### src/rtl/pcs_pkg.sv
// pcs_pkg
//   Shared constants and types for the 64b/66b receive decoder:
//   sync header codes, block type bytes, the idle control code,
//   the RX framing state and the block classification, plus two helpers
//   (framing next-state and per-block byte keep).
package pcs_pkg;

  localparam logic [1:0] SYNC_DATA = 2'b01;
  localparam logic [1:0] SYNC_CTRL = 2'b10;

  localparam logic [7:0] BLOCK_TYPE_CTRL   = 8'h1e;
  localparam logic [7:0] BLOCK_TYPE_START0 = 8'h78;
  localparam logic [7:0] BLOCK_TYPE_START4 = 8'h33;
  localparam logic [7:0] BLOCK_TYPE_TERM0  = 8'h87;
  localparam logic [7:0] BLOCK_TYPE_TERM1  = 8'h99;
  localparam logic [7:0] BLOCK_TYPE_TERM2  = 8'haa;
  localparam logic [7:0] BLOCK_TYPE_TERM3  = 8'hb4;
  localparam logic [7:0] BLOCK_TYPE_TERM4  = 8'hcc;
  localparam logic [7:0] BLOCK_TYPE_TERM5  = 8'hd2;
  localparam logic [7:0] BLOCK_TYPE_TERM6  = 8'he1;
  localparam logic [7:0] BLOCK_TYPE_TERM7  = 8'hff;

  localparam logic [6:0] CTRL_IDLE = 7'h07;

  // Complete all-idle control block payload: type byte plus seven idle codes.
  localparam logic [63:0] IDLE_BLOCK = {{7{CTRL_IDLE}}, BLOCK_TYPE_CTRL};

  typedef enum logic [1:0] {
    RX_C = 2'd0,
    RX_D = 2'd1,
    RX_E = 2'd2
  } rx_state_t;

  typedef enum logic [2:0] {
    BLK_CTRL   = 3'd0,
    BLK_START0 = 3'd1,
    BLK_START4 = 3'd2,
    BLK_TERM   = 3'd3,
    BLK_DATA   = 3'd4,
    BLK_ERR    = 3'd5
  } block_class_t;

  // Framing state after a complete block of class cls arrives in state st.
  function automatic rx_state_t rx_next(input rx_state_t st, input block_class_t cls);
    rx_state_t nxt;
    nxt = RX_E;
    case (st)
      RX_C: begin
        if (cls == BLK_CTRL) nxt = RX_C;
        else if (cls == BLK_START0 || cls == BLK_START4) nxt = RX_D;
      end
      RX_D: begin
        if (cls == BLK_DATA) nxt = RX_D;
        else if (cls == BLK_TERM) nxt = RX_C;
      end
      default: begin
        if (cls == BLK_CTRL) nxt = RX_C;
        else if (cls == BLK_START0 || cls == BLK_START4) nxt = RX_D;
      end
    endcase
    return nxt;
  endfunction

  // Byte keep for a whole 64-bit block; terminate keeps bytes 1..term_k.
  function automatic logic [7:0] block_keep(input block_class_t cls, input logic [2:0] term_k);
    logic [7:0] keep;
    keep = 8'h00;
    case (cls)
      BLK_DATA:   keep = 8'hff;
      BLK_START0: keep = 8'hfe;
      BLK_START4: keep = 8'he0;
      BLK_TERM: begin
        for (int i = 1; i < 8; i++) begin
          keep[i] = (3'(i) <= term_k);
        end
      end
      default:    keep = 8'h00;
    endcase
    return keep;
  endfunction

endpackage

### src/rtl/pcs_dec_block_type.sv
// pcs_dec_block_type
//   Combinational classifier for the first part of a 66b block.
//   Ports:
//     sync_head_i  in  2       sync header of the block
//     data_i       in  DATA_W  first part of the payload (byte 0 = block type)
//     cls_o        out         block class
//     term_k_o     out 3       number of data bytes in a terminate block
//     idle_o       out 1       control block whose codes in this part are all idle
//   With a 32-bit datapath only the codes present in part 0 are checked;
//   the caller extends the idle check over the remaining parts.
module pcs_dec_block_type
  import pcs_pkg::*;
#(
  parameter int IS_40G = 0,
  parameter int DATA_W = 64
) (
  input  logic [1:0]        sync_head_i,
  input  logic [DATA_W-1:0] data_i,
  output block_class_t      cls_o,
  output logic [2:0]        term_k_o,
  output logic              idle_o
);

  logic [7:0] block_type;

  always_comb begin
    cls_o      = BLK_ERR;
    term_k_o   = 3'd0;
    idle_o     = 1'b0;
    block_type = data_i[7:0];
    if (sync_head_i == SYNC_DATA) begin
      cls_o = BLK_DATA;
    end else if (sync_head_i == SYNC_CTRL) begin
      case (block_type)
        BLOCK_TYPE_CTRL: begin
          cls_o  = BLK_CTRL;
          idle_o = (data_i == IDLE_BLOCK[DATA_W-1:0]);
        end
        BLOCK_TYPE_START0: cls_o = BLK_START0;
        // Lane-4 start is not a legal alignment on the 40G variant.
        BLOCK_TYPE_START4: cls_o = (IS_40G != 0) ? BLK_ERR : BLK_START4;
        BLOCK_TYPE_TERM0: begin cls_o = BLK_TERM; term_k_o = 3'd0; end
        BLOCK_TYPE_TERM1: begin cls_o = BLK_TERM; term_k_o = 3'd1; end
        BLOCK_TYPE_TERM2: begin cls_o = BLK_TERM; term_k_o = 3'd2; end
        BLOCK_TYPE_TERM3: begin cls_o = BLK_TERM; term_k_o = 3'd3; end
        BLOCK_TYPE_TERM4: begin cls_o = BLK_TERM; term_k_o = 3'd4; end
        BLOCK_TYPE_TERM5: begin cls_o = BLK_TERM; term_k_o = 3'd5; end
        BLOCK_TYPE_TERM6: begin cls_o = BLK_TERM; term_k_o = 3'd6; end
        BLOCK_TYPE_TERM7: begin cls_o = BLK_TERM; term_k_o = 3'd7; end
        default:          cls_o = BLK_ERR;
      endcase
    end
  end

endmodule

### src/rtl/pcs_dec_lite.sv
// pcs_dec_lite
//   Receive-side 64b/66b PCS decoder (after block lock / descrambler).
//   Classifies each block, tracks packet framing and emits data with byte keep.
//   All outputs are registered: a beat accepted at cycle N appears at N+1.
//   Ports:
//     clk, reset     clock and synchronous active-high reset
//     valid_i        input beat valid (gearbox bubble when 0)
//     head_v_i       beat is part 0 of a block
//     sync_head_i    sync header (meaningful with head_v_i)
//     data_i         descrambled payload part
//     valid_o        output beat valid
//     ctrl_v_o       block is a control block
//     idle_v_o       block is an all-idle control block
//     start_o        [0] start at byte 0, [1] start at byte 4 (absent on 40G)
//     term_o         block is a terminate block
//     err_o          block rejected
//     data_o         payload passed through
//     keep_o         per-byte packet data flags
//     err_cnt_o      saturating count of rejected blocks (only with
//                    PCS_DEC_ERR_CNT_EN defined)
//   A beat without head_v_i while a new block is expected is treated as a
//   one-beat rejected block; head_v_i arriving mid-block abandons the old
//   block and starts a rejected one.
module pcs_dec_lite
  import pcs_pkg::*;
#(
  parameter int IS_40G      = 0,
  parameter int DATA_W      = 64,
  parameter int BLOCK_W     = 64,
  parameter int CNT_N       = BLOCK_W / DATA_W,
  parameter int KEEP_W      = DATA_W / 8,
  parameter int LANE0_CNT_N = (IS_40G != 0) ? 1 : 2
) (
  input  logic                   clk,
  input  logic                   reset,
  input  logic                   valid_i,
  input  logic                   head_v_i,
  input  logic [1:0]             sync_head_i,
  input  logic [DATA_W-1:0]      data_i,
  output logic                   valid_o,
  output logic                   ctrl_v_o,
  output logic                   idle_v_o,
  output logic [LANE0_CNT_N-1:0] start_o,
  output logic                   term_o,
  output logic                   err_o,
  output logic [DATA_W-1:0]      data_o,
  output logic [KEEP_W-1:0]      keep_o
`ifdef PCS_DEC_ERR_CNT_EN
  ,
  output logic [15:0]            err_cnt_o
`endif
);

  localparam int CNT_W = (CNT_N > 1) ? $clog2(CNT_N) : 1;

  // Classifier
  block_class_t cls_c;
  logic [2:0]   term_k_c;
  logic         idle_c;

  pcs_dec_block_type #(
    .IS_40G (IS_40G),
    .DATA_W (DATA_W)
  ) u_block_type (
    .sync_head_i (sync_head_i),
    .data_i      (data_i),
    .cls_o       (cls_c),
    .term_k_o    (term_k_c),
    .idle_o      (idle_c)
  );

  // State
  logic [CNT_W-1:0] cnt_q, cnt_d;
  rx_state_t        state_q;
  block_class_t     cls_q;
  logic [7:0]       keep_blk_q;
  logic             idle_q;

  // Output registers
  logic                   valid_q, ctrl_v_q, idle_v_q, term_q, err_q;
  logic [LANE0_CNT_N-1:0] start_q;
  logic [DATA_W-1:0]      data_q;
  logic [KEEP_W-1:0]      keep_q;

  // Per-beat decode
  logic             orphan, align_err, first_beat, last_beat;
  logic [CNT_W-1:0] part_idx;
  block_class_t     cur_cls;
  logic [7:0]       cur_keep;
  logic             cur_idle, idle_part, blk_err, is_ctrl;
  logic [KEEP_W-1:0]      keep_part;
  logic [LANE0_CNT_N-1:0] start_d;
  rx_state_t        nxt_state;

  always_comb begin
    // counter==0 means a block header is expected on this beat
    orphan     = !head_v_i && (cnt_q == '0);
    align_err  = orphan || (head_v_i && (cnt_q != '0));
    first_beat = head_v_i || orphan;
    part_idx   = head_v_i ? '0 : cnt_q;
    last_beat  = orphan || (part_idx == CNT_W'(CNT_N - 1));

    cur_cls = cls_q;
    if (first_beat) cur_cls = align_err ? BLK_ERR : cls_c;

    cur_keep = first_beat ? block_keep(cur_cls, term_k_c) : keep_blk_q;
    // idle flag accumulates over the parts of a block
    cur_idle = first_beat ? (idle_c && !align_err) : (idle_q && idle_part);

    // Error status is known from the first part because the transition
    // depends only on the current state and the class of the block.
    nxt_state = rx_next(state_q, cur_cls);
    blk_err   = (nxt_state == RX_E);
    is_ctrl   = cur_cls inside {BLK_CTRL, BLK_START0, BLK_START4, BLK_TERM};

    if (head_v_i) begin
      cnt_d = (CNT_N > 1) ? CNT_W'(1) : '0;
    end else if (orphan) begin
      cnt_d = '0;
    end else begin
      cnt_d = (cnt_q == CNT_W'(CNT_N - 1)) ? '0 : cnt_q + CNT_W'(1);
    end
  end

  generate
    if (CNT_N > 1) begin : g_multi_part
      always_comb begin
        keep_part = cur_keep[part_idx*KEEP_W +: KEEP_W];
        idle_part = (data_i == IDLE_BLOCK[part_idx*DATA_W +: DATA_W]);
      end
    end else begin : g_single_part
      always_comb begin
        keep_part = cur_keep[KEEP_W-1:0];
        idle_part = (data_i == IDLE_BLOCK[DATA_W-1:0]);
      end
    end

    if (LANE0_CNT_N == 1) begin : g_start_lane0
      always_comb start_d = (cur_cls == BLK_START0);
    end else begin : g_start_dual
      always_comb start_d = {cur_cls == BLK_START4, cur_cls == BLK_START0};
    end
  endgenerate

  always_ff @(posedge clk) begin
    if (reset) begin
      valid_q    <= 1'b0;
      ctrl_v_q   <= 1'b0;
      idle_v_q   <= 1'b0;
      start_q    <= '0;
      term_q     <= 1'b0;
      err_q      <= 1'b0;
      data_q     <= '0;
      keep_q     <= '0;
      cnt_q      <= '0;
      state_q    <= RX_C;
      cls_q      <= BLK_CTRL;
      keep_blk_q <= '0;
      idle_q     <= 1'b0;
    end else begin
      valid_q  <= valid_i;
      ctrl_v_q <= valid_i && is_ctrl;
      idle_v_q <= valid_i && cur_idle;
      start_q  <= (valid_i && !blk_err) ? start_d : '0;
      term_q   <= valid_i && !blk_err && (cur_cls == BLK_TERM);
      err_q    <= valid_i && blk_err;
      keep_q   <= (valid_i && !blk_err) ? keep_part : '0;
      data_q   <= valid_i ? data_i : '0;
      if (valid_i) begin
        cnt_q      <= cnt_d;
        cls_q      <= cur_cls;
        keep_blk_q <= cur_keep;
        idle_q     <= cur_idle;
        if (last_beat) state_q <= nxt_state;
      end
    end
  end

  assign valid_o  = valid_q;
  assign ctrl_v_o = ctrl_v_q;
  assign idle_v_o = idle_v_q;
  assign start_o  = start_q;
  assign term_o   = term_q;
  assign err_o    = err_q;
  assign data_o   = data_q;
  assign keep_o   = keep_q;

`ifdef PCS_DEC_ERR_CNT_EN
  logic [15:0] err_cnt_q;

  // One count per rejected block, taken on its first beat.
  always_ff @(posedge clk) begin
    if (reset) begin
      err_cnt_q <= 16'h0000;
    end else if (valid_i && first_beat && blk_err && (err_cnt_q != 16'hffff)) begin
      err_cnt_q <= err_cnt_q + 16'd1;
    end
  end

  assign err_cnt_o = err_cnt_q;
`else
  // Error counter not built.
`endif

endmodule

### config.mk
export PLATFORM = sky130hd
export DESIGN_NAME = pcs_dec_lite
export DESIGN_NICKNAME = d
export VERILOG_FILES = /design/src/rtl/pcs_pkg.sv /design/src/rtl/pcs_dec_block_type.sv /design/src/rtl/pcs_dec_lite.sv
export SDC_FILE = /design/constraint.sdc
export NUM_CORES = 1
export LEC_CHECK = 0
export ABC_CLOCK_PERIOD_IN_PS = 4900
export CAP_MARGIN = 20
export CORE_MARGIN = 1.5
export CORE_UTILIZATION = 30
export CTS_BUF_LIST = sky130_fd_sc_hd__clkbuf_16
export CTS_CLUSTER_DIAMETER = 60
export DETAILED_ROUTE_END_ITERATION = 7
export PLACE_DENSITY_LB_ADDON = 0.2
export SETUP_SLACK_MARGIN = 0.4
export SLEW_MARGIN = 20
export SYNTH_ARGS = -nofsm -noshare
export SYNTH_HDL_FRONTEND = slang
export SYNTH_SLANG_ARGS = --single-unit
### constraint.sdc
create_clock -name clk -period 4.9 [get_ports clk]
set_input_delay 0.98 -clock clk [delete_from_list [all_inputs] [get_ports clk]]
set_output_delay 0.98 -clock clk [all_outputs]
set_load 0.01 [all_outputs]
-- Yosys cells after proc, flatten, opt, wreduce, memory -nomap -nowiden
Cells that the tools add are included.
- input port bits: 70
- output and inout bits: 79
- flip-flop bits (word level): 94
- add/sub/neg operators: 1
- bitwise operators: 4
- eq/ne operators: 20
- order comparisons: 7
- mux-type cells: 24
- reductions and logical operators: 23
- operators with widths (kind ; number):
    64-bit by 53-bit equality test with 1-bit output, second input constant ; 1
    8-bit equality test, second input constant ; 8
    3-bit case mux with 7 select lines ; 1
    7-bit case mux with 3 select lines ; 1
    3-bit 2-to-1 mux ; 6
    3-bit less-or-equal comparator, first input constant ; 4
    3-bit case mux with 4 select lines ; 1
    2-bit 2-to-1 mux ; 5
    1-bit logical AND ; 9
    1-bit 2-to-1 mux ; 9
    8-bit by 5-bit equality test with 1-bit output, second input constant ; 1
    8-bit by 6-bit equality test with 1-bit output, second input constant ; 1
    8-bit by 7-bit equality test with 1-bit output, second input constant ; 1
    8-bit 2-to-1 mux ; 1
    8-bit OR reduction ; 1
    3-bit by 2-bit equality test with 1-bit output, second input constant ; 2
    2-bit by 3-bit less-or-equal comparator with 1-bit output, first input constant ; 2
    2-bit OR reduction ; 3
    2-bit by 1-bit equality test with 1-bit output, second input constant ; 2
    2-bit equality test, second input constant ; 2
    1-bit logical OR ; 4
    1-bit inverter ; 4
    4-bit nonzero test ; 1
    3-bit by 1-bit equality test with 1-bit output, second input constant ; 1
    other kinds (6) ; 8

-- Depth between registers and ports, before layout
- depth after elaboration: 17
- depth in mapped cells: 9
- gate-level depth less buffers: 6

-- By module
From an unflattened synthesis, not the netlist that was laid out.
- cells, all modules: 292
- area, all modules: 3139.3 sq um
- by module, submodules not included (module ; sequential area each (sq um) ; area each (sq um) ; times used ; cells an instance):
    pcs_dec_lite ; 1621.6 ; 2548.7 ; 1 ; 211
    pcs_dec_block_type ; 0.0 ; 590.6 ; 1 ; 81

-- Worst setup path after synthesis
No wires, ideal clock.
- path kind: input-to-reg
- start point: input port data_i[1]
- end point: register state_q[0]
- stages on the path: 7
- arrival: 2448 ps
- data required time: 4833 ps
- setup slack: 2385 ps
- setup time: 67 ps
- cell sequence: buf_6 -> or4_4 -> a21oi_4 -> nor3_4 -> a311oi_4 -> or3b_1 -> o21ai_2
- word-level cells in the longest chain between the ends: 12
- elaborated cells on any way between the ends: 26
- ends and longest elaborated chain (what ; line ; text):
    start: declaration ; pcs_dec_lite.sv:39 ; input logic [DATA_W-1:0] data_i,
    8-bit equality test ; pcs_dec_block_type.sv:34 ; case (block_type)
    8-bit OR reduction (no line) ; n/a ;
    3-bit case mux with 4 select lines * ; pcs_dec_block_type.sv:34 ;
    3-bit 2-to-1 mux * ; pcs_dec_block_type.sv:33 ; end else if (sync_head_i == SYNC_CTRL) begin
    3-bit 2-to-1 mux * ; pcs_dec_block_type.sv:31 ; if (sync_head_i == SYNC_DATA) begin
    3-bit 2-to-1 mux * (2 in series) ; pcs_dec_lite.sv:104 ; if (first_beat) cur_cls = align_err ? BLK_ERR : cls_c;
    3-bit by 1-bit equality test with 1-bit output / 3-bit by 2-bit equality test with 1-bit output (equally long branches) ; pcs_pkg.sv:50, pcs_pkg.sv:58 ;
    1-bit logical OR ; pcs_pkg.sv:50, pcs_pkg.sv:58 ;
    2-bit 2-to-1 mux ; pcs_pkg.sv:50, pcs_pkg.sv:58 ;
    2-bit 2-to-1 mux ; pcs_pkg.sv:57 ; if (cls == BLK_CTRL) nxt = RX_C;
    2-bit 2-to-1 mux * ; n/a ;
    end signal: assignment ; pcs_dec_lite.sv:174 ; if (last_beat) state_q <= nxt_state;
    end: declaration ; pcs_dec_lite.sv:74 ; rx_state_t state_q;
Every way passes the cells marked *; elsewhere a longest branch is shown, timed or not.
A chain may end at the register's enable or synchronous reset.

-- Final worst setup path
- start point: input port data_i[0]
- end point: register start_q[1] (netlist: start_o[1])
- word-level cells in the longest chain between the ends: 17
- elaborated cells on any way between the ends: 33
- ends and longest elaborated chain (what ; line ; text):
    8-bit equality test ; pcs_dec_block_type.sv:34 ;
    8-bit OR reduction (no line) ; n/a ;
    3-bit case mux with 4 select lines * ; pcs_dec_block_type.sv:34 ;
    3-bit 2-to-1 mux * ; pcs_dec_block_type.sv:33 ;
    3-bit 2-to-1 mux * ; pcs_dec_block_type.sv:31 ;
    3-bit 2-to-1 mux * (2 in series) ; pcs_dec_lite.sv:104 ;
    3-bit by 1-bit equality test with 1-bit output / 3-bit by 2-bit equality test with 1-bit output (equally long branches) ; pcs_pkg.sv:50, pcs_pkg.sv:58, pcs_dec_lite.sv:141 ;
    1-bit logical OR ; pcs_pkg.sv:50, pcs_pkg.sv:58 ;
    2-bit 2-to-1 mux ; pcs_pkg.sv:50, pcs_pkg.sv:58 ;
    2-bit 2-to-1 mux ; pcs_pkg.sv:57 ;
    2-bit 2-to-1 mux ; n/a ;
    2-bit equality test ; pcs_dec_lite.sv:113 ; blk_err = (nxt_state == RX_E);
    1-bit zero test ; pcs_dec_lite.sv:164 ; start_q <= (valid_i && !blk_err) ? start_d : '0;
    1-bit logical AND ; pcs_dec_lite.sv:164 ;
    1-bit inverter (no line) ; n/a ;
    2-bit OR reduction (no line) ; n/a ;
    end signal: assignment ; pcs_dec_lite.sv:164 ;
    end: declaration ; pcs_dec_lite.sv:81 ; logic [LANE0_CNT_N-1:0] start_q;
Marked as above.

==> out/qor.csv <==
metric,value,unit
status,completed,
reg2reg_slack,3250,ps
pin_count,149,
skew,1.76,ps
p_sw_frac,0.207,
worst_hold_slack,484,ps
numCtsBuffers,9,
synth_area,2940,µm²
core-area,9370,µm²
yosys_warnings,0,
clk_latency,330,ps
crit_type,input port to flop,
gp_congestion,0.814,
crit_cells,7,
timing.fmax,311,MHz
start_kind,input port,
hp-class,flop to flop,
dieWidth,102,µm
required,5080,ps
seq_area_frac_synth,0.551,
cpPeakStageDelay,750,ps
maxCapViolCount,0,
cts.root.buffer_cell,clkbuf_16,
vias,2519,
dr.pass1.iters,4,
cp_cell_sequence,clkdlybuf4s50_1 > or4_4 > a21oi_4 > nor3_4 > nand4_1 > a21oi_1 > nor4_1,
synth.distinct_cells,51,
numClockSinks,81,
grt_pass1_wl,11.9,mm
power.switching,0.336,mW
clockBufferDepth,2,
routedWlPerCell,14.0,µm
synth_fp_nets,351,
remaining_drc_errors,0,
synthSimpleGateAreaFrac,0.347,
cp.arrival,3390,ps
cts_resized,0,
diodes,0,
period_share,0.657,
synth_flop_cell,dfxtp_1,
ys_ff_latch,81,
postCtsHoldBufs,0,
dp.cells,545,
p_clk_frac,0.469,
finalSetupViolCount,0,
ctsHtreeMaxLevel,3,
clk_pin_slew,60,ps
routed_via_density,4.49,
rsz0062_at_grt,false,
die_area,10400,µm²
synth_xor_area_frac,0,
post_cts_buffers,0,
ir_drop,192,µV
muxShareOfSynthArea,0,
path_buf_inv,1,
overflow,0,
setup_tns,0,ps
area_growth,65.1,%
synthDominantCellAreaShare,0.551,
synth_edf_count,0,
max_slew_margin,0.404,
synth_fa_ha_area_frac,0,
reg2regPathDepth,4,
power,1.62,mW
grt_pass1_vias,2426,
synth_most_common_cell,dfxtp_1,
internal_power,1.29,mW
initial_core_util,0.314,
synth_cells,281,
rows,35,
ys_top_cells_by_count,"81 x dfxtp_1, 66 x and2_1, 12 x nand2_1, 10 x nor3_1, 9 x nor2_1",
cts_tree,done,
final_layout_size_suffix_gt1_frac,0.0718,
holdPathStages,2,
hpwl,5.99,mm
post-route-min-period,3220,ps
final_antenna_net_count,0,
async_flop_share,0,
num-fill-cells,887,
die_h,102,µm
crit_family,simple AND/OR/NAND/NOR gates,
synth-compound-area-share,0.0719,
critPathSlowestCell,a21oi_1,
path_max_fanout,12,
synth_top_family_by_area,simple AND/OR/NAND/NOR gates,
hold_viol_final,0,
drtIter0Drc,67,
final_nets,497,
synthTopCellsByArea,"dfxtp_1 55%, and2_1 14%, and4bb_1 2.1%",
fin_cells,561,
yosysTopAreaCell,dfxtp_1,
grt_max_degree,43,
slew_viol_final,0,
portBuffers,148,
combPwrFrac,0.107,
syn_area_per_cell,10.5,µm²
antenna_found_initial,0,
grt.total_usage,0.149,
critPathCaptureType,flop,
p_leak,1.81,nW
powerDensity,334,nW/µm²
wirelength,7.88,mm
worst_pin_slew,894,ps
power.share.sequential,0.423,
## through the flow
stage / worst slack [ps] / util / cell area [µm²]
after floorplan: 2380 / - / 2940
after global placement: 1400 / 0.482 / 4520
after detailed placement: 1330 / 0.482 / 4520
after CTS: 1690 / 0.519 / 4860
after global routing: 1460 / 0.519 / 4860
final: 1680 / 0.519 / 4860
## path summary, 6_finish.rpt
kind,from,end
max,data_i[0],start_o[1]
min,state_q[1],state_q[1]
max reg2reg,state_q[1],start_o[1]
min reg2reg,state_q[1],state_q[1]
## cells by family (layout without fill, tap and decap cells)
family	after synthesis	after routing
and+or+nand+nor	157	157
AOI/OAI and AO/OA	26	26
DFF	81	81
buffers and inverters	17	168
## placed cells by master, fill, tap and decap left out, types with 3 or more instances in the layout
cell               n
nor2b_1            4
clkdlybuf4s50_1  148
bufinv_16          3
and4bb_1           5
nor3_1            10
or2_2              3
and2_1            66
nor4_1             6
a31oi_1            3
nand4_1            8
nor4b_1            4
clkbuf_16          9
inv_1              4
nand2_1           12
nor2_1             9
nand3_1            7
and2b_1            3
a21oi_1            6
dfxtp_1           81
## worst register-to-register path: cells and delay by family, from the launching register on
family             cells  cell delay, ps
DFF                    1             340
AOI/OAI and AO/OA      2             840
and+or+nand+nor        2             330
## area by class of cell
cell class / count / area, µm² / area share
repair buffers: 149 / 1490 / 0.306
well taps: 129 / 161 / 0.0332
clock inverters: 7 / 119 / 0.0245
flip-flops and latches: 81 / 1620 / 0.334
multi-input cells: 183 / 1230 / 0.254
inverters: 3 / 11.3 / 0.00232
clock buffers: 9 / 225 / 0.0463
## flip-flops by register name, indices dropped and copies added, names as in the netlist
register / cells
data_o: 64
keep_o: 8
start_o: 2
state_q: 2
ctrl_v_o: 1
err_o: 1
idle_v_o: 1
term_o: 1
valid_o: 1
## power by group through the flow
stage / clock network, mW / logic [mW] / registers (mW)
final: 0.762 / 0.174 / 0.687
after global routing: 0.804 / 0.188 / 0.688
after CTS: 0.782 / 0.175 / 0.687
after detailed placement: 0 / 0.174 / 0.701
after global placement: 0 / 0.173 / 0.701
after floorplan: 0 / 0.0482 / 0.713
## routing by layer
metal / part of all wire / up-vias / track usage
met4: 0.013 / 0 / 0.0632
met3: 0.071 / 8 / 0.0376
li1: - / 1269 / -
met2: 0.48 / 100 / 0.258
met1: 0.44 / 1142 / 0.175
met5: 0 / - / 0
No activity file was read; power rests on OpenSTA's default activity.
